--- config.mk ---
export PLATFORM = sky130hd
export DESIGN_NAME = conv_read_scheduler_flat
export DESIGN_NICKNAME = d
export VERILOG_FILES = /design/src/rtl/conv_read_scheduler_if.sv /design/src/rtl/conv_read_scheduler.sv /design/src/flat_wrapper.sv
export SDC_FILE = /design/constraint.sdc
export NUM_CORES = 1
export LEC_CHECK = 0
export BUFFER_PORTS_ARGS = -buffer_cell sky130_fd_sc_hd__buf_2
export CORE_MARGIN = 10
export CORE_UTILIZATION = 50
export DETAILED_ROUTE_END_ITERATION = 10
export PLACE_DENSITY = 0.84
export SYNTH_ARGS = -nofsm -noshare
export SYNTH_HDL_FRONTEND = slang
export SYNTH_SLANG_ARGS = --single-unit
--- constraint.sdc ---
create_clock -name clk -period 3.7 [get_ports clk]
set_input_delay 0.185 -clock clk [delete_from_list [all_inputs] [get_ports clk]]
set_output_delay 0.185 -clock clk [all_outputs]
set_load 0.01 [all_outputs]
--- src/rtl/conv_read_scheduler_if.sv ---
// rtl/conv_read_scheduler_if.sv - command, weight, ftm and reader signal bundle of conv_read_scheduler
interface conv_read_scheduler_if #(
    parameter int B_SHAPE = 25,
    parameter int B_PASS  = 8
);
    logic               cmd_valid;
    logic               cmd_ready;
    logic [1:0]         cmd_stride;
    logic [1:0]         cmd_pad;
    logic [B_SHAPE-1:0] cmd_wei_shape;
    logic [B_SHAPE-1:0] cmd_ftm_shape;
    logic [B_PASS-1:0]  cmd_n_pass;
    logic               cmd_last_para;
    logic               ftm_ready;
    logic               ftm_release;
    logic               wei_req;
    logic               wei_done;
    logic               out_space;
    logic               rd_en;
    logic               rd_last;
    logic               rd_base_incr_en;
    logic [1:0]         stride;
    logic [1:0]         pad;
    logic [B_SHAPE-1:0] wei_shape;
    logic [B_SHAPE-1:0] ftm_shape;
    logic               busy;
    logic               done;
    logic [B_PASS-1:0]  pass_idx;
    logic               err;

    // scheduler side
    modport slave (
        input  cmd_valid, cmd_stride, cmd_pad, cmd_wei_shape, cmd_ftm_shape,
               cmd_n_pass, cmd_last_para, ftm_ready, wei_done, out_space, rd_last,
        output cmd_ready, ftm_release, wei_req, rd_en, rd_base_incr_en, stride, pad,
               wei_shape, ftm_shape, busy, done, pass_idx, err
    );

    // controller / reader / buffer side
    modport master (
        output cmd_valid, cmd_stride, cmd_pad, cmd_wei_shape, cmd_ftm_shape,
               cmd_n_pass, cmd_last_para, ftm_ready, wei_done, out_space, rd_last,
        input  cmd_ready, ftm_release, wei_req, rd_en, rd_base_incr_en, stride, pad,
               wei_shape, ftm_shape, busy, done, pass_idx, err
    );
endinterface

--- src/rtl/conv_read_scheduler.sv ---
// rtl/conv_read_scheduler.sv - layer-tile job controller for the strided ftm reader; optional sweep watchdog under SCHED_WATCHDOG_EN
module conv_read_scheduler #(
    parameter int B_SHAPE = 25,
    parameter int B_PASS  = 8
`ifdef SCHED_WATCHDOG_EN
    ,
    parameter int TIMEOUT_CYC = 1048576
`endif
) (
    input  logic                 clk,
    input  logic                 rst,
    conv_read_scheduler_if.slave bus
);

    typedef enum logic [2:0] {
        S_IDLE,
        S_WAIT_FTM,
        S_LOAD_WEI,
        S_WAIT_SPACE,
        S_SWEEP,
        S_DONE
    } state_t;

    state_t             state;
    state_t             state_nx;

    logic [1:0]         stride_q;
    logic [1:0]         pad_q;
    logic [B_SHAPE-1:0] wei_shape_q;
    logic [B_SHAPE-1:0] ftm_shape_q;
    logic [B_PASS-1:0]  pass_last_q;
    logic               last_para_q;
    logic [B_PASS-1:0]  pass_idx_q;
    logic               wei_sent;

    logic               last_pass;
    logic               wd_hit;
    logic               timed_out;

    logic               cmd_ready;
    logic               busy;
    logic               rd_en;
    logic               rd_base_incr_en;
    logic               wei_req;
    logic               done;
    logic               ftm_release;

    // pass_last_q holds n_pass-1 so a zero pass count behaves as a single pass
    assign last_pass = (pass_idx_q == pass_last_q);

    // state register, pass counter and wei_req entry tracking
    always_ff @(posedge clk) begin
        if (rst) begin
            state      <= S_IDLE;
            pass_idx_q <= '0;
            wei_sent   <= 1'b0;
        end else begin
            state    <= state_nx;
            wei_sent <= (state == S_LOAD_WEI);
            if (state == S_SWEEP && bus.rd_last && !last_pass) begin
                pass_idx_q <= pass_idx_q + 1'b1;
            end else if (state == S_DONE) begin
                pass_idx_q <= '0;
            end
        end
    end

    // job configuration captured on the command handshake, held for the whole job
    always_ff @(posedge clk) begin
        if (rst) begin
            stride_q    <= '0;
            pad_q       <= '0;
            wei_shape_q <= '0;
            ftm_shape_q <= '0;
            pass_last_q <= '0;
            last_para_q <= 1'b0;
        end else if (state == S_IDLE && bus.cmd_valid) begin
            stride_q    <= bus.cmd_stride;
            pad_q       <= bus.cmd_pad;
            wei_shape_q <= bus.cmd_wei_shape;
            ftm_shape_q <= bus.cmd_ftm_shape;
            pass_last_q <= (bus.cmd_n_pass == '0) ? '0 : bus.cmd_n_pass - 1'b1;
            last_para_q <= bus.cmd_last_para;
        end
    end

    // next state and decoded outputs; rd_en is a pure SWEEP decode so it never gaps mid-sweep
    always_comb begin
        state_nx        = state;
        cmd_ready       = 1'b0;
        busy            = 1'b1;
        rd_en           = 1'b0;
        rd_base_incr_en = 1'b0;
        wei_req         = 1'b0;
        done            = 1'b0;
        ftm_release     = 1'b0;
        case (state)
            S_IDLE: begin
                cmd_ready = 1'b1;
                busy      = 1'b0;
                if (bus.cmd_valid) begin
                    state_nx = S_WAIT_FTM;
                end
            end
            S_WAIT_FTM: begin
                if (bus.ftm_ready) begin
                    state_nx = S_LOAD_WEI;
                end
            end
            S_LOAD_WEI: begin
                wei_req = !wei_sent;
                if (bus.wei_done) begin
                    state_nx = S_WAIT_SPACE;
                end
            end
            S_WAIT_SPACE: begin
                if (bus.out_space) begin
                    state_nx = S_SWEEP;
                end
            end
            S_SWEEP: begin
                rd_en           = 1'b1;
                rd_base_incr_en = last_para_q && last_pass;
                if (bus.rd_last) begin
                    state_nx = last_pass ? S_DONE : S_LOAD_WEI;
                end else if (wd_hit) begin
                    state_nx = S_DONE;
                end
            end
            S_DONE: begin
                done        = 1'b1;
                ftm_release = !timed_out;
                state_nx    = S_IDLE;
            end
            default: begin
                state_nx = S_IDLE;
            end
        endcase
    end

`ifdef SCHED_WATCHDOG_EN
    localparam int WD_W = $clog2(TIMEOUT_CYC + 1);

    logic [WD_W-1:0] wd_cnt;
    logic            err_q;

    // the counter restarts with every sweep; it fires on the TIMEOUT_CYC-th beat without rd_last
    assign wd_hit = (state == S_SWEEP) && !bus.rd_last && (wd_cnt == WD_W'(TIMEOUT_CYC - 1));

    // per-sweep cycle counter, timeout marker for DONE and sticky error
    always_ff @(posedge clk) begin
        if (rst) begin
            wd_cnt    <= '0;
            timed_out <= 1'b0;
            err_q     <= 1'b0;
        end else begin
            if (state == S_SWEEP) begin
                wd_cnt <= wd_cnt + 1'b1;
            end else begin
                wd_cnt <= '0;
            end
            if (wd_hit) begin
                timed_out <= 1'b1;
                err_q     <= 1'b1;
            end else if (state == S_DONE) begin
                timed_out <= 1'b0;
            end
        end
    end

    assign bus.err = err_q;
`else
    assign wd_hit    = 1'b0;
    assign timed_out = 1'b0;
    assign bus.err   = 1'b0;
`endif

    assign bus.cmd_ready       = cmd_ready;
    assign bus.busy            = busy;
    assign bus.rd_en           = rd_en;
    assign bus.rd_base_incr_en = rd_base_incr_en;
    assign bus.wei_req         = wei_req;
    assign bus.done            = done;
    assign bus.ftm_release     = ftm_release;
    assign bus.stride          = stride_q;
    assign bus.pad             = pad_q;
    assign bus.wei_shape       = wei_shape_q;
    assign bus.ftm_shape       = ftm_shape_q;
    assign bus.pass_idx        = pass_idx_q;

endmodule

--- src/flat_wrapper.sv ---
// flat-port wrapper written by rule: the top's interface ports become plain ports
module conv_read_scheduler_flat 
#(
    parameter int B_SHAPE = 25,
    parameter int B_PASS  = 8

)
  (clk, rst, bus_cmd_valid, bus_cmd_stride, bus_cmd_pad, bus_cmd_wei_shape, bus_cmd_ftm_shape, bus_cmd_n_pass, bus_cmd_last_para, bus_ftm_ready, bus_wei_done, bus_out_space, bus_rd_last, bus_cmd_ready, bus_ftm_release, bus_wei_req, bus_rd_en, bus_rd_base_incr_en, bus_stride, bus_pad, bus_wei_shape, bus_ftm_shape, bus_busy, bus_done, bus_pass_idx, bus_err);
  conv_read_scheduler_if #(.B_SHAPE(B_SHAPE), .B_PASS(B_PASS)) bus_i ();
  input  logic clk;
  input  logic rst;
  input wire logic [$bits(bus_i.cmd_valid)-1:0] bus_cmd_valid;
  input wire logic [$bits(bus_i.cmd_stride)-1:0] bus_cmd_stride;
  input wire logic [$bits(bus_i.cmd_pad)-1:0] bus_cmd_pad;
  input wire logic [$bits(bus_i.cmd_wei_shape)-1:0] bus_cmd_wei_shape;
  input wire logic [$bits(bus_i.cmd_ftm_shape)-1:0] bus_cmd_ftm_shape;
  input wire logic [$bits(bus_i.cmd_n_pass)-1:0] bus_cmd_n_pass;
  input wire logic [$bits(bus_i.cmd_last_para)-1:0] bus_cmd_last_para;
  input wire logic [$bits(bus_i.ftm_ready)-1:0] bus_ftm_ready;
  input wire logic [$bits(bus_i.wei_done)-1:0] bus_wei_done;
  input wire logic [$bits(bus_i.out_space)-1:0] bus_out_space;
  input wire logic [$bits(bus_i.rd_last)-1:0] bus_rd_last;
  output wire logic [$bits(bus_i.cmd_ready)-1:0] bus_cmd_ready;
  output wire logic [$bits(bus_i.ftm_release)-1:0] bus_ftm_release;
  output wire logic [$bits(bus_i.wei_req)-1:0] bus_wei_req;
  output wire logic [$bits(bus_i.rd_en)-1:0] bus_rd_en;
  output wire logic [$bits(bus_i.rd_base_incr_en)-1:0] bus_rd_base_incr_en;
  output wire logic [$bits(bus_i.stride)-1:0] bus_stride;
  output wire logic [$bits(bus_i.pad)-1:0] bus_pad;
  output wire logic [$bits(bus_i.wei_shape)-1:0] bus_wei_shape;
  output wire logic [$bits(bus_i.ftm_shape)-1:0] bus_ftm_shape;
  output wire logic [$bits(bus_i.busy)-1:0] bus_busy;
  output wire logic [$bits(bus_i.done)-1:0] bus_done;
  output wire logic [$bits(bus_i.pass_idx)-1:0] bus_pass_idx;
  output wire logic [$bits(bus_i.err)-1:0] bus_err;
  assign bus_i.cmd_valid = bus_cmd_valid;
  assign bus_i.cmd_stride = bus_cmd_stride;
  assign bus_i.cmd_pad = bus_cmd_pad;
  assign bus_i.cmd_wei_shape = bus_cmd_wei_shape;
  assign bus_i.cmd_ftm_shape = bus_cmd_ftm_shape;
  assign bus_i.cmd_n_pass = bus_cmd_n_pass;
  assign bus_i.cmd_last_para = bus_cmd_last_para;
  assign bus_i.ftm_ready = bus_ftm_ready;
  assign bus_i.wei_done = bus_wei_done;
  assign bus_i.out_space = bus_out_space;
  assign bus_i.rd_last = bus_rd_last;
  assign bus_cmd_ready = bus_i.cmd_ready;
  assign bus_ftm_release = bus_i.ftm_release;
  assign bus_wei_req = bus_i.wei_req;
  assign bus_rd_en = bus_i.rd_en;
  assign bus_rd_base_incr_en = bus_i.rd_base_incr_en;
  assign bus_stride = bus_i.stride;
  assign bus_pad = bus_i.pad;
  assign bus_wei_shape = bus_i.wei_shape;
  assign bus_ftm_shape = bus_i.ftm_shape;
  assign bus_busy = bus_i.busy;
  assign bus_done = bus_i.done;
  assign bus_pass_idx = bus_i.pass_idx;
  assign bus_err = bus_i.err;
  conv_read_scheduler #(.B_SHAPE(B_SHAPE), .B_PASS(B_PASS)) u_core (.clk(clk), .rst(rst), .bus(bus_i));
endmodule
==> run summary <==
- Final Hold Vio Count: 0
- number of remaining DRC errors: 0
- cell class contributing the biggest share of worst-path delay: simple AND/OR/NAND/NOR gates
- width of the die: 98.6 µm
- Die Y: 98.6 µm
- Worst Setup End Kind: register
- max frequency: 0.462 GHz
- Min-Delay Path Class: input pin to register
- Final TNS setup: 0 ps
- gr usage total: 16.8%
- TritonCTS Buffers: 9
- final setup violation count: 0
- async set-or-reset flop fraction in the synthesized netlist: 0%
- min Tclk post-route: 2170 ps
- final WL: 8.66 mm
- ports placed on the boundary: 140
- TritonCTS clock tree: built
- residual antenna-violating net count after detailed routing: 0
- ratio of routed vias to standard cells: 5.05
- root buffer selected by CTS: clkbuf_8
- Relative slew margins: 34.6%
- run status: complete, no violations
- Net count, final: 577
- via count of the first global-routing pass: 2,901
- router iterations before antenna repair: 4
- start point of the worst hold path: bus_cmd_wei_shape[19]
- final global-route overflow total: 0
- Tcrit/Tclk final: 58.5%
- pin count of the biggest net entering global routing: 57
- top post-synthesis cells by area: dfxtp_1 (49%), nand2_1 (14%), a21oi_1 (9.6%), xnor2_1 (2.6%), nor2_1 (2.4%)
- Core Box Area: 0.00596 mm²
- cts repair resizes: 0
- drt first-iter violations: 152
- launching point of the worst reg2reg path: u_core.state[0]$_SDFFE_PP0P_
- count of different cell masters after synthesis: 49
- initial antenna violation count: 1
- clock share of power: 35.4%
- post-detailed-route wirelength per cell: 14.8 µm
- crit path buf inv count: 0
- clock transition at the register clock pins on the worst setup and hold paths after CTS: 70 ps
- sequential share of power: 48.7%
- critical path required time: 3970 ps
- Worst Path Max Fanout: 43
- static leakage power: 1.90 nW
- Worst Setup Path Type: register to register
- Cell Pwr Density: 460 mW/mm²
- Cells after Synth: 379
- most used cells in the layout excluding fill and tap cells: buf_2 (138), nand2_1 (117), dfxtp_1 (75)
- first-pass GRT wire length: 13.6 mm
- buffer depth of the longest clock path: 2
- setup ws final: 1530 ps
- Switching Power: 0.000484 W
- HPWL Detailed: 6.51 mm
- cell with the biggest individual delay on the critical path: a31oi_1
- Synth area leader: dfxtp_1
- cell-internal power: 0.00134 W
- Post-Syn Area: 0.00309 mm²
- part of the Yosys area used for sequential elements: 48.6%
- fraction of final layout cells sized beyond drive strength 1: 33.2%
- Clock Skew: 6.98 ps
- routability cong.: 0.781
- number of violations of the max-capacitance limit: 0
- worst endpoint data arrival time: 2440 ps
- count of final max-slew check failures: 0
- switching fraction of total power: 26.5%
- die footprint: 0.00972 mm²
- Logic pwr share: 15.9%
- synth warn: 0
- via count: 2,949
- Initial Util: 51.9%
- net count after synthesis: 452
- worst setup slack after placement: 1580 ps
- number of clock sinks: 75
- Clk Latency, worst-skew pair: 340 ps
- P&R area growth vs syn: 28.8%
- Avg Synthesized Cell Area: 8.15 µm²
- number of flops mapped to enable cells by yosys: 0
- highest ir drop seen on vdd: 420 µV
- commonest non-fill, non-tap cell in the layout: buf_2
- Main synth FF type: dfxtp_1
- hold_buf cts: 0
- Startpoint Class: register
- RSZ-0062 raised after global routing: false
- Core Rows: 28
- worst-path cell chain: nor3_4 -> nand2_2 -> a31oi_1 -> a22oi_1 -> nor2_1
- timing startpoint of the critical path: u_core.state[0]$_SDFFE_PP0P_
- post-CTS setup buffers: 0
- Yosys top cell area share: 48.6%
- Least-Margin Pin Slew: 981 ps
- antenna fix cells: 0
- stage delay of the slowest cell on the critical path: 650 ps
- Port-buffer cells: 138
- level count of the clock H-tree: 3
- total of flip-flops plus latches after synthesis: 75
## routing by layer
| layer | vias to the layer above | track usage (%) | part of all wire, % | wire length, µm |
|---|---|---|---|---|
| met5 | - | 0 | 0.081 | 7 |
| met4 | 2 | 8.60 | 2.7 | 231 |
| met3 | 23 | 7.68 | 9.3 | 805 |
| met2 | 94 | 29.4 | 51 | 4420 |
| met1 | 1329 | 16.4 | 37 | 3200 |
| li1 | 1501 | - | - | - |
## worst min-delay path: stages
cell	delay [ps]
buf_2	90
nand2_1	40
a21oi_1	50
## sequential cells by signal, summed over array words and instances, names as in the netlist
| register | flops |
|---|---|
| u_core.last_para_q | 1 |
| u_core.state | 3 |
| u_core.bus.ftm_shape | 25 |
| u_core.bus.wei_shape | 25 |
| u_core.bus.stride | 2 |
| u_core.wei_sent | 1 |
| u_core.bus.pad | 2 |
| u_core.pass_last_q | 8 |
| u_core.bus.pass_idx | 8 |
## worst paths after layout
path                                           end  slack [ps]  depth (start not counted)
min          u_core.bus.wei_shape[19]$_SDFFE_PP0P_          70                          3
max             u_core.pass_last_q[6]$_SDFFE_PP0P_        1530                          5
max reg2reg     u_core.pass_last_q[6]$_SDFFE_PP0P_        1530                          5
min reg2reg        u_core.last_para_q$_SDFFE_PP0P_         450                          2
## cell families after synthesis
family | count (synthesis) | synth area share (%)
other | 1 | 0.121
XOR/XNOR | 15 | 4.25
adder cells (fa/ha/maj) | 3 | 1.22
buffers and inverters | 31 | 4.41
flip-flops | 75 | 48.6
multiplexers | 3 | 1.01
AND/OR/NAND/NOR | 171 | 24.9
AO/OA/AOI/OAI | 80 | 15.5
## layout make-up
type	count	area [µm²]
Tap cell	75	93.8
Timing Repair Buffer	140	706
Inverter	5	18.8
Fill cell	558	1980
Sequential cell	75	1500
Clock inverter	1	30.0
Multi-Input combinational cell	273	1450
Clock buffer	15	176
## synthesized netlist by cell type (2+ instances only)
master / instances
nand3_1: 2
nor3_1: 2
nand4_1: 3
nor2_1: 20
ha_1: 3
and4_1: 2
xnor2_1: 9
clkbuf_1: 13
nand2_1: 117
and2_1: 3
and3b_1: 2
mux2i_1: 2
a221o_2: 2
a22oi_1: 7
nor4_1: 3
dfxtp_1: 75
buf_4: 2
a21oi_1: 59
inv_1: 5
xor2_1: 6
buf_2: 9
nand2_2: 2
and3_1: 3
nor2b_1: 3
## power groups by stage
stage	clock [W]	combinational, W	sequential (W)
after global placement	0	0.000284	0.000906
after detailed placement	0	0.000292	0.000910
after floorplan	0	0.000160	0.000923
after CTS	0.000661	0.000294	0.000891
after global routing	0.000691	0.000324	0.000898
final	0.000647	0.000290	0.000891
## stage by stage
step / utilization [%] / power, W / cells / instance area (µm²) / hold slack [ps]
after floorplan: - / 0.00108 / 379 / 3090 / 321
after global placement: 63.3 / 0.00119 / 568 / 3770 / 425
after detailed placement: 63.3 / 0.00120 / 568 / 3770 / 431
after CTS: 66.8 / 0.00185 / 584 / 3980 / 58.0
after global routing: 66.8 / 0.00191 / 584 / 3980 / 69.9
final: 66.8 / 0.00183 / 584 / 3980 / 74.9
No activity file was read; power rests on OpenSTA's default activity.
